$ cat src/rtl/mem_arbiter_pkg.sv
// Shared definitions for the two-master memory arbiter: state encoding,
// default timeout/error values and the wait-counter width helper.
package mem_arbiter_pkg;

    typedef enum logic [1:0] {
        ST_IDLE   = 2'd0,
        ST_GRANT0 = 2'd1,
        ST_GRANT1 = 2'd2,
        ST_HOLD   = 2'd3
    } arb_state_e;

    localparam int unsigned DEFAULT_TIMEOUT_CYCLES = 255;
    localparam logic [31:0] DEFAULT_ERR_RDATA      = 32'hFFFF_FFFF;

    // Counter must hold 0..limit; a zero limit still needs one bit.
    function automatic int unsigned wait_cnt_width(input int unsigned limit);
        return (limit < 1) ? 1 : $clog2(limit + 1);
    endfunction

endpackage

$ cat src/rtl/mem_arbiter_watchdog.sv
// Saturating wait counter for a granted transfer; expire is high while the
// count sits at LIMIT.
module mem_arb_watchdog
    import mem_arbiter_pkg::*;
#(
    parameter int unsigned LIMIT = DEFAULT_TIMEOUT_CYCLES
) (
    input  logic clk,
    input  logic resetn,
    input  logic clear,
    input  logic enable,
    output logic expire
);

    localparam int unsigned W       = wait_cnt_width(LIMIT);
    localparam logic [W-1:0] LIMIT_V = W'(LIMIT);

    logic [W-1:0] count_q, count_d;

    always_comb begin
        count_d = count_q;
        if (clear) begin
            count_d = '0;
        end else if (enable && (count_q != LIMIT_V)) begin
            count_d = count_q + W'(1);
        end
    end

    always_ff @(posedge clk) begin
        if (!resetn) begin
            count_q <= '0;
        end else begin
            count_q <= count_d;
        end
    end

    assign expire = (count_q == LIMIT_V);

endmodule

$ cat src/rtl/mem_arbiter.sv
// Two-master arbiter onto a shared peripheral bus with round-robin or fixed
// priority, one cycle of arbitration latency and a timeout abort path.
module mem_arbiter
    import mem_arbiter_pkg::*;
#(
    parameter int unsigned TIMEOUT_CYCLES = DEFAULT_TIMEOUT_CYCLES,
    parameter bit          ROUND_ROBIN    = 1'b1,
    parameter logic [31:0] ERR_RDATA      = DEFAULT_ERR_RDATA
) (
    input  logic        clk,
    input  logic        resetn,
    input  logic        m0_valid,
    output logic        m0_ready,
    input  logic [31:0] m0_addr,
    input  logic [31:0] m0_wdata,
    input  logic [3:0]  m0_wstrb,
    output logic [31:0] m0_rdata,
    input  logic        m1_valid,
    output logic        m1_ready,
    input  logic [31:0] m1_addr,
    input  logic [31:0] m1_wdata,
    input  logic [3:0]  m1_wstrb,
    output logic [31:0] m1_rdata,
    output logic        s_valid,
    input  logic        s_ready,
    output logic [31:0] s_addr,
    output logic [31:0] s_wdata,
    output logic [3:0]  s_wstrb,
    input  logic [31:0] s_rdata,
    output logic        timeout_pulse,
    output logic [31:0] timeout_addr
);

    arb_state_e  state_q, state_d;
    logic        last_q, last_d;
    logic [31:0] timeout_addr_q, timeout_addr_d;

    logic        granted;
    logic        grant_sel;
    logic [31:0] g_addr;
    logic [31:0] g_wdata;
    logic [3:0]  g_wstrb;
    logic        wd_expire;
    logic        done;
    logic [31:0] ret_rdata;

    assign granted   = (state_q == ST_GRANT0) || (state_q == ST_GRANT1);
    assign grant_sel = (state_q == ST_GRANT1);
    assign g_addr    = grant_sel ? m1_addr  : m0_addr;
    assign g_wdata   = grant_sel ? m1_wdata : m0_wdata;
    assign g_wstrb   = grant_sel ? m1_wstrb : m0_wstrb;

    mem_arb_watchdog #(
        .LIMIT (TIMEOUT_CYCLES)
    ) u_watchdog (
        .clk    (clk),
        .resetn (resetn),
        .clear  (!granted),
        .enable (granted && !s_ready),
        .expire (wd_expire)
    );

    // last_q remembers the most recently served master (1 = m1), so a tie
    // goes to the other one when round-robin is enabled.
    always_comb begin
        state_d        = state_q;
        last_d         = last_q;
        timeout_addr_d = timeout_addr_q;
        case (state_q)
            ST_IDLE: begin
                if (m0_valid && m1_valid) begin
                    state_d = (ROUND_ROBIN && !last_q) ? ST_GRANT1 : ST_GRANT0;
                end else if (m0_valid) begin
                    state_d = ST_GRANT0;
                end else if (m1_valid) begin
                    state_d = ST_GRANT1;
                end
            end
            ST_GRANT0, ST_GRANT1: begin
                if (s_ready) begin
                    state_d = ST_IDLE;
                    last_d  = grant_sel;
                end else if (wd_expire) begin
                    state_d        = ST_HOLD;
                    last_d         = grant_sel;
                    timeout_addr_d = g_addr;
                end
            end
            ST_HOLD: state_d = ST_IDLE;
            default: state_d = ST_IDLE;
        endcase
    end

    always_ff @(posedge clk) begin
        if (!resetn) begin
            state_q        <= ST_IDLE;
            last_q         <= 1'b1;
            timeout_addr_q <= '0;
        end else begin
            state_q        <= state_d;
            last_q         <= last_d;
            timeout_addr_q <= timeout_addr_d;
        end
    end

    // Every output is forced low while resetn is asserted, even mid-grant.
    assign s_valid       = resetn && granted;
    assign s_addr        = s_valid ? g_addr  : '0;
    assign s_wdata       = s_valid ? g_wdata : '0;
    assign s_wstrb       = s_valid ? g_wstrb : '0;
    assign done          = s_valid && (s_ready || wd_expire);
    assign ret_rdata     = s_ready ? s_rdata : ERR_RDATA;
    assign m0_ready      = done && !grant_sel;
    assign m1_ready      = done && grant_sel;
    assign m0_rdata      = m0_ready ? ret_rdata : '0;
    assign m1_rdata      = m1_ready ? ret_rdata : '0;
    assign timeout_pulse = s_valid && !s_ready && wd_expire;
    assign timeout_addr  = resetn ? timeout_addr_q : '0;

endmodule

$ cat config.mk
export PLATFORM = sky130hd
export DESIGN_NAME = mem_arbiter
export DESIGN_NICKNAME = d
export VERILOG_FILES = /design/src/rtl/mem_arbiter_pkg.sv /design/src/rtl/mem_arbiter_watchdog.sv /design/src/rtl/mem_arbiter.sv
export SDC_FILE = /design/constraint.sdc
export NUM_CORES = 1
export LEC_CHECK = 0
export ABC_AREA = 1
export BUFFER_PORTS_ARGS = -buffer_cell sky130_fd_sc_hd__buf_4
export CAP_MARGIN = 25
export CORE_AREA = 2 2 133 135
export CTS_BUF_LIST = sky130_fd_sc_hd__clkbuf_4
export DETAILED_ROUTE_END_ITERATION = 10
export DIE_AREA = 0 0 135 137
export PLACE_DENSITY = 0.48
export SETUP_SLACK_MARGIN = 0.15
export SLEW_MARGIN = 5
export SYNTH_ARGS = -nofsm -noshare
export SYNTH_HDL_FRONTEND = slang
export SYNTH_SLANG_ARGS = --single-unit
$ cat constraint.sdc
create_clock -name clk -period 3.7 [get_ports clk]
set_clock_uncertainty 0.15 [all_clocks]
set_input_delay 0.185 -clock clk [delete_from_list [all_inputs] [get_ports clk]]
set_output_delay 0.185 -clock clk [all_outputs]
set_load 0.01 [all_outputs]
==> out/summary.txt, run 1 <==
Switch share = 48.9%
Design Power = 2.48 mW
Share of cells above drive strength 1 = 37.2%
Max Clk Rate = 0.358 GHz
Vias = 5032
Grt ovf = 0
Pre-antenna DRT Iters = 4
VDD IR-drop max = 0.210 mV
Via-to-Cell Ratio = 4.16
Clock Sinks = 43
Type of the tightest min-delay check = in2reg
Pleak = 3.84 nW
Cells after synthesis = 676
Hold path start = m1_addr[24]
Post_cts resized = 0
Core Area = 17100 um2
Initial antenna violation count = 1
Largest net degree at the start of global routing = 73
Fin nets = 1159
Pwr/cell area = 391 nW/um2
I/O Buffers = 340
Arrival @ worst endpoint = 2.46 ns
H-tree levels = 2
Crit path from = state_q[0]
Global placer's final weighted congestion = 0.809
Yosys reg bits = 43
Clock-pin slew on the worst setup and hold paths = 0.15 ns
CP max-delay cell = inv_2
Post-Syn Area per Cell = 5.33 um2
Slew margin rel. = 44.9%
Mapped cell area = 3610 um2
Yosys cell types = 21
IO Pins = 341
Post-synth net total = 852
Final worst slack = 0.907 ns
FF-to-FF setup slack = 1.43 ns
Gate power share = 70.4%
Num CTS Buffers = 5
# rows = 48
Post-route cell area = 6340 um2
Pre-CTS WS = 1.26 ns
CP endpoint kind = output pin
Layout fillers = 1986
Crit path largest cell delay = 0.51 ns
Sequential fraction of the synthesis area = 23.9%
DIE AREA = 18500 um2
CP Buf/Inv Count = 3
Final Cycle Share = 75.5%
Final HPWL DP = 13000 um
Worst-Skew Late Latency = 0.35 ns
Sequential share of power = 19.8%
RSZ-0062 raised after global routing = no
WL/cell = 13.7 um
Crit path kind = reg2out
DR iter-0 viols = 194
First-pass GRT wire length = 24400 um
Initial Util = 21.1%
Area Growth Syn to Fin = 75.8%
Setup TNS = 0 ns
Worst Path Required = 3.37 ns
CTS tree = yes
Root Buffer = clkbuf_4
Max-cap violations = 0
Cells after DPL = 1201
Post-Layout Cell Count = 1210
Final hold violation count = 0
Final WL = 16500 um
Die H = 137 um
Post-route ant nets = 0
Die width = 135 um
GRT Util Overall = 16.6%
Hold_buf cts = 0
Sw power = 1.21 mW
Post-DP Area = 6280 um2
Final Max Tran Viols = 0
Tmin final = 2.79 ns
Setup Buffers After CTS = 0
Vias in the first global route = 4676
DRC viols = 0
Cell class contributing the biggest share of worst-path delay = buffers and inverters
Pint = 1.27 mW
Outcome = complete, no violations
Slew @ Worst Pin = 0.827 ns
Worst r2r src = state_q[0]
CP cell instances = inv_1, ha_4, inv_2, nand3_4, a21oi_1, buf_4
Clock power frac = 9.7%
Crit path launch type = register
Final setup vio count = 0
CTS Buffer Depth = 2
Maximum fanout along the worst path = 37
Synth Warn # = 0
==> power by group through the flow <==
stage	Clock, mW	Combinational (mW)	Sequential, mW
2_1_floorplan	0	0.968	0.498
3_3_place_gp	0	1.78	0.502
3_5_place_dp	0	1.78	0.502
4_1_cts	0.262	1.78	0.492
5_1_grt	0.274	1.95	0.493
6_report	0.241	1.75	0.491
==> stage by stage <==
stage          util (%)  hold slack, ns
3_3_place_gp       36.8           0.300
3_5_place_dp       36.8           0.307
2_1_floorplan         -           0.278
6_report           37.2          0.0684
4_1_cts            37.2          0.0429
5_1_grt            37.2          0.0875
==> routing by layer <==
| layer | track usage, % | part of all wire, % | vias up | wire length (um) |
|---|---|---|---|---|
| met5 | 0 | 0 | - | 0 |
| met4 | 3.76 | 1.4 | 0 | 229 |
| met3 | 3.41 | 6.3 | 10 | 1050 |
| met2 | 31.8 | 53 | 180 | 8790 |
| met1 | 18.6 | 39 | 2188 | 6450 |
| li1 | - | - | 2654 | - |
==> cell usage after synthesis <==
master	count	share of area, %
clkbuf_1	20	2.1
buf_6	3	0.94
buf_2	12	1.7
nand2_2	4	0.69
buf_1	9	0.94
inv_1	145	15
nand2_1	165	17
nor2_2	2	0.35
nand2_4	1	0.31
a21boi_0	1	0.21
nand3_4	2	0.97
nand4_1	2	0.35
o21ai_0	37	5.1
nor2_4	1	0.31
nand3_1	6	0.83
ha_1	3	1.0
inv_2	3	0.31
dfxtp_1	43	24
nor2_1	78	8.1
a21oi_1	136	19
xor2_1	3	0.73
==> tightest hold or removal path, cell delays in order <==
cell	delay, ns
buf_4	0.07
nand2_1	0.04
o21ai_0	0.09
nor2_1	0.06
a21oi_1	0.09
==> placed cells by master, fill, tap and decap left out, drive strengths merged, types with 2 or more instances in the layout <==
master and count:
a21oi 136, buf 344, clkbuf 6, dfxtp 43
ha 3, inv 148, nand2 170, nand3 8
nand4 2, nor2 81, o21ai 37, xor2 3
==> kinds of logic (layout without fill, tap and decap cells) <==
logic type	count (synthesis)	after routing	share of synthesized area, %
AO/OA/AOI/OAI	174	174	24.2
XOR/XNOR	3	3	0.729
adder cells (fa/ha/maj)	3	3	1.04
buffers and inverters	192	500	21.0
flip-flops	43	43	23.9
other	0	1	0
AND/OR/NAND/NOR	261	261	29.1
==> flip-flops by register name, summed over array words and instances (netlist names) <==
name	count
state_q	2
last_q	1
timeout_addr_q	32
u_watchdog.count_q	8
==> area by class of cell <==
cell class	instances	area, um2	share of cell area, %
Clock inverter	2	12.5	0.197
Inverter	148	556	8.76
Antenna cell	1	2.50	0.0395
Tap cell	225	282	4.44
Sequential cell	43	861	13.6
Timing Repair Buffer	344	2580	40.7
Multi-Input combinational cell	441	2000	31.5
Clock buffer	6	45.0	0.710
==> worst paths after layout <==
path / to / cells past startpoint
max reg2reg: timeout_addr_q[27] / 6
min: timeout_addr_q[24] / 5
min reg2reg: timeout_addr_q[12] / 2
max: m0_rdata[16] / 6
(Power assumes the default switching activity.)
==> run 2, diff against run 1 <==
- CORE_AREA: 2 2 133 135 -> 2 2 131 133
- DIE_AREA: 0 0 135 137 -> 0 0 133 135
- PLACE_DENSITY: 0.48 -> 0.5
- clock period: 3.7 -> 2.6 ns (I/O delays scaled with it)
==> out/summary.txt, run 2 (synthesized netlist as in run 1, its figures left out) <==
Final Max Tran Viols = 0 (unchanged)
DIE AREA = 18000 um2 (-2.9%)
GRT Util Overall = 17.3% (+0.73 points)
Clock-pin slew on the worst setup and hold paths = 0.15 ns (about the same)
Outcome = complete, no violations
Maximum fanout along the worst path = 10 (-73%)
# rows = 47 (-2.1%)
I/O Buffers = 340 (unchanged)
Worst-Skew Late Latency = 0.36 ns (about the same)
Grt ovf = 0 (unchanged)
Core Area = 16400 um2 (-3.8%)
Max Clk Rate = 0.436 GHz
Pre-antenna DRT Iters = 4 (unchanged)
Final hold violation count = 0 (unchanged)
Slew margin rel. = 58.5% (+14 points)
WL/cell = 14.3 um (+4.5%)
Max-cap violations = 0 (unchanged)
Post-layout util = 40.3% (+3.1 points)
Commonest non-fill, non-tap cell in the layout = buf_4
Final setup vio count = 0 (unchanged)
Final WL = 17400 um (+5.1%)
Largest regs = timeout_addr_q: 32 flops, u_watchdog.count_q: 8 flops, state_q: 2 flops
Arrival @ worst endpoint = 2.02 ns (-0.44 ns)
Initial antenna violation count = 0 (-1)
Clock Sinks = 43 (unchanged)
Num CTS Buffers = 5 (unchanged)
Pleak = 3.91 nW (+1.8%)
IO Pins = 341 (unchanged)
Via-to-Cell Ratio = 4.22 (+1.4%)
Crit path kind = reg2out
ANT cells = 0 (-1)
Register name with the most flops = timeout_addr_q
H-tree levels = 2 (unchanged)
Global placer's final weighted congestion = 0.820 (+1.3%)
Type of the tightest min-delay check = in2reg
Worst Path Required = 2.32 ns (-1.05 ns)
Root Buffer = clkbuf_4
RSZ-0062 raised after global routing = yes
Initial Util = 22.0% (+0.84 points)
Slew @ Worst Pin = 0.622 ns (-0.205 ns)
Most frequent cells in the layout = buf_4 (344), nand2_1 (165), inv_1 (145), a21oi_1 (133), nor2_1 (78)
Area Growth Syn to Fin = 83.2%
CTS tree = yes
Post-route ant nets = 0 (unchanged)
Vias = 5135 (+2.0%)
Final HPWL DP = 12500 um (-3.4%)
Pwr/cell area = 583 nW/um2 (+49%)
CTS Buffer Depth = 2 (unchanged)
Setup TNS = 0 ns (unchanged)
Largest net degree at the start of global routing = 81 (+11%)
Die width = 133 um (-1.5%)
Share of cells above drive strength 1 = 38.3% (+1.1 points)
Final worst slack = 0.304 ns (-0.602 ns)
First-pass GRT wire length = 24900 um (+2.2%)
VDD IR-drop max = 0.212 mV (+1.0%)
Largest register FFs = 32 (unchanged)
Vias in the first global route = 4757 (+1.7%)
Die H = 135 um (-1.5%)
Fin nets = 1173 (+1.2%)
Pre-CTS WS = 0.392 ns (-0.867 ns)
Crit path launch type = register
Final Cycle Share = 88.3%
DRC viols = 0 (unchanged)
Worst hold slack = 0.0114 ns (-0.0570 ns)
DR iter-0 viols = 167 (-14%)
Tmin final = 2.30 ns
CP endpoint kind = output pin
[run 2: stage by stage]
| stage | power, mW | cell area, um2 | cells |
|---|---|---|---|
| after floorplan | 2.09 | 3610 | 676 |
| after global placement | 3.32 | 6310 | 1198 |
| after detailed placement | 3.30 | 6310 | 1198 |
| after CTS | 3.75 | 6460 | 1212 |
| after global routing | 4.20 | 6610 | 1218 |
| final | 3.85 | 6610 | 1218 |
[run 2: area by class of cell]
class / instances / area, um2
well taps: 220 / 275
clock inverters: 3 / 25.0
inverters: 148 / 576
multi-input cells: 447 / 2120
clock buffers: 5 / 37.5
fillers: 1837 / 9800
repair buffers: 352 / 2710
flip-flops and latches: 43 / 865
[run 2: worst max-delay path: stages, from the launching register on]
cell and delay [ns]:
dfxtp_2 0.38, ha_1 0.20, nand2_2 0.08, nor2_4 0.17, nand2_2 0.14, nand2_8 0.17, nand3_2 0.19, a21oi_1 0.17
buf_4 0.14
[run 2: final timing paths]
path	from	end	slack, ns	cells after the start
setup / recovery	u_watchdog.count_q[0]	m1_rdata[31]	0.30	8
hold / removal	m1_addr[4]	timeout_addr_q[4]	0.01	5
setup reg to reg	state_q[0]	timeout_addr_q[10]	0.74	8
hold reg to reg	timeout_addr_q[5]	timeout_addr_q[5]	0.32	2
[run 2: power breakdown]
group / internal (mW) / switching, mW / leakage, nW
sequential: 0.687 / 0.0160 / 0.348
clock: 0.109 / 0.250 / 0.0314
combinational: 1.13 / 1.66 / 3.54
total: 1.92 / 1.93 / 3.91
[run 2: metal layers]
metal / vias up / wire [um] / GRT usage (%)
li1: 2698 / - / -
met1: 2254 / 7020 / 19.4
met2: 166 / 9110 / 33.4
met3: 17 / 921 / 3.04
met4: 0 / 321 / 4.72
met5: - / 0 / 0
[run 2: repair_timing]
action | 4_1_cts | 5_1_grt
endpoints found under the setup margin | 71 | 94
resized for setup | 5 | 18
endpoints found under the hold margin | 4 | 0
pin swaps | 1 | 3
setup buffers | 0 | 1
cloned | 2 | 5
hold buffers | 4 | 0
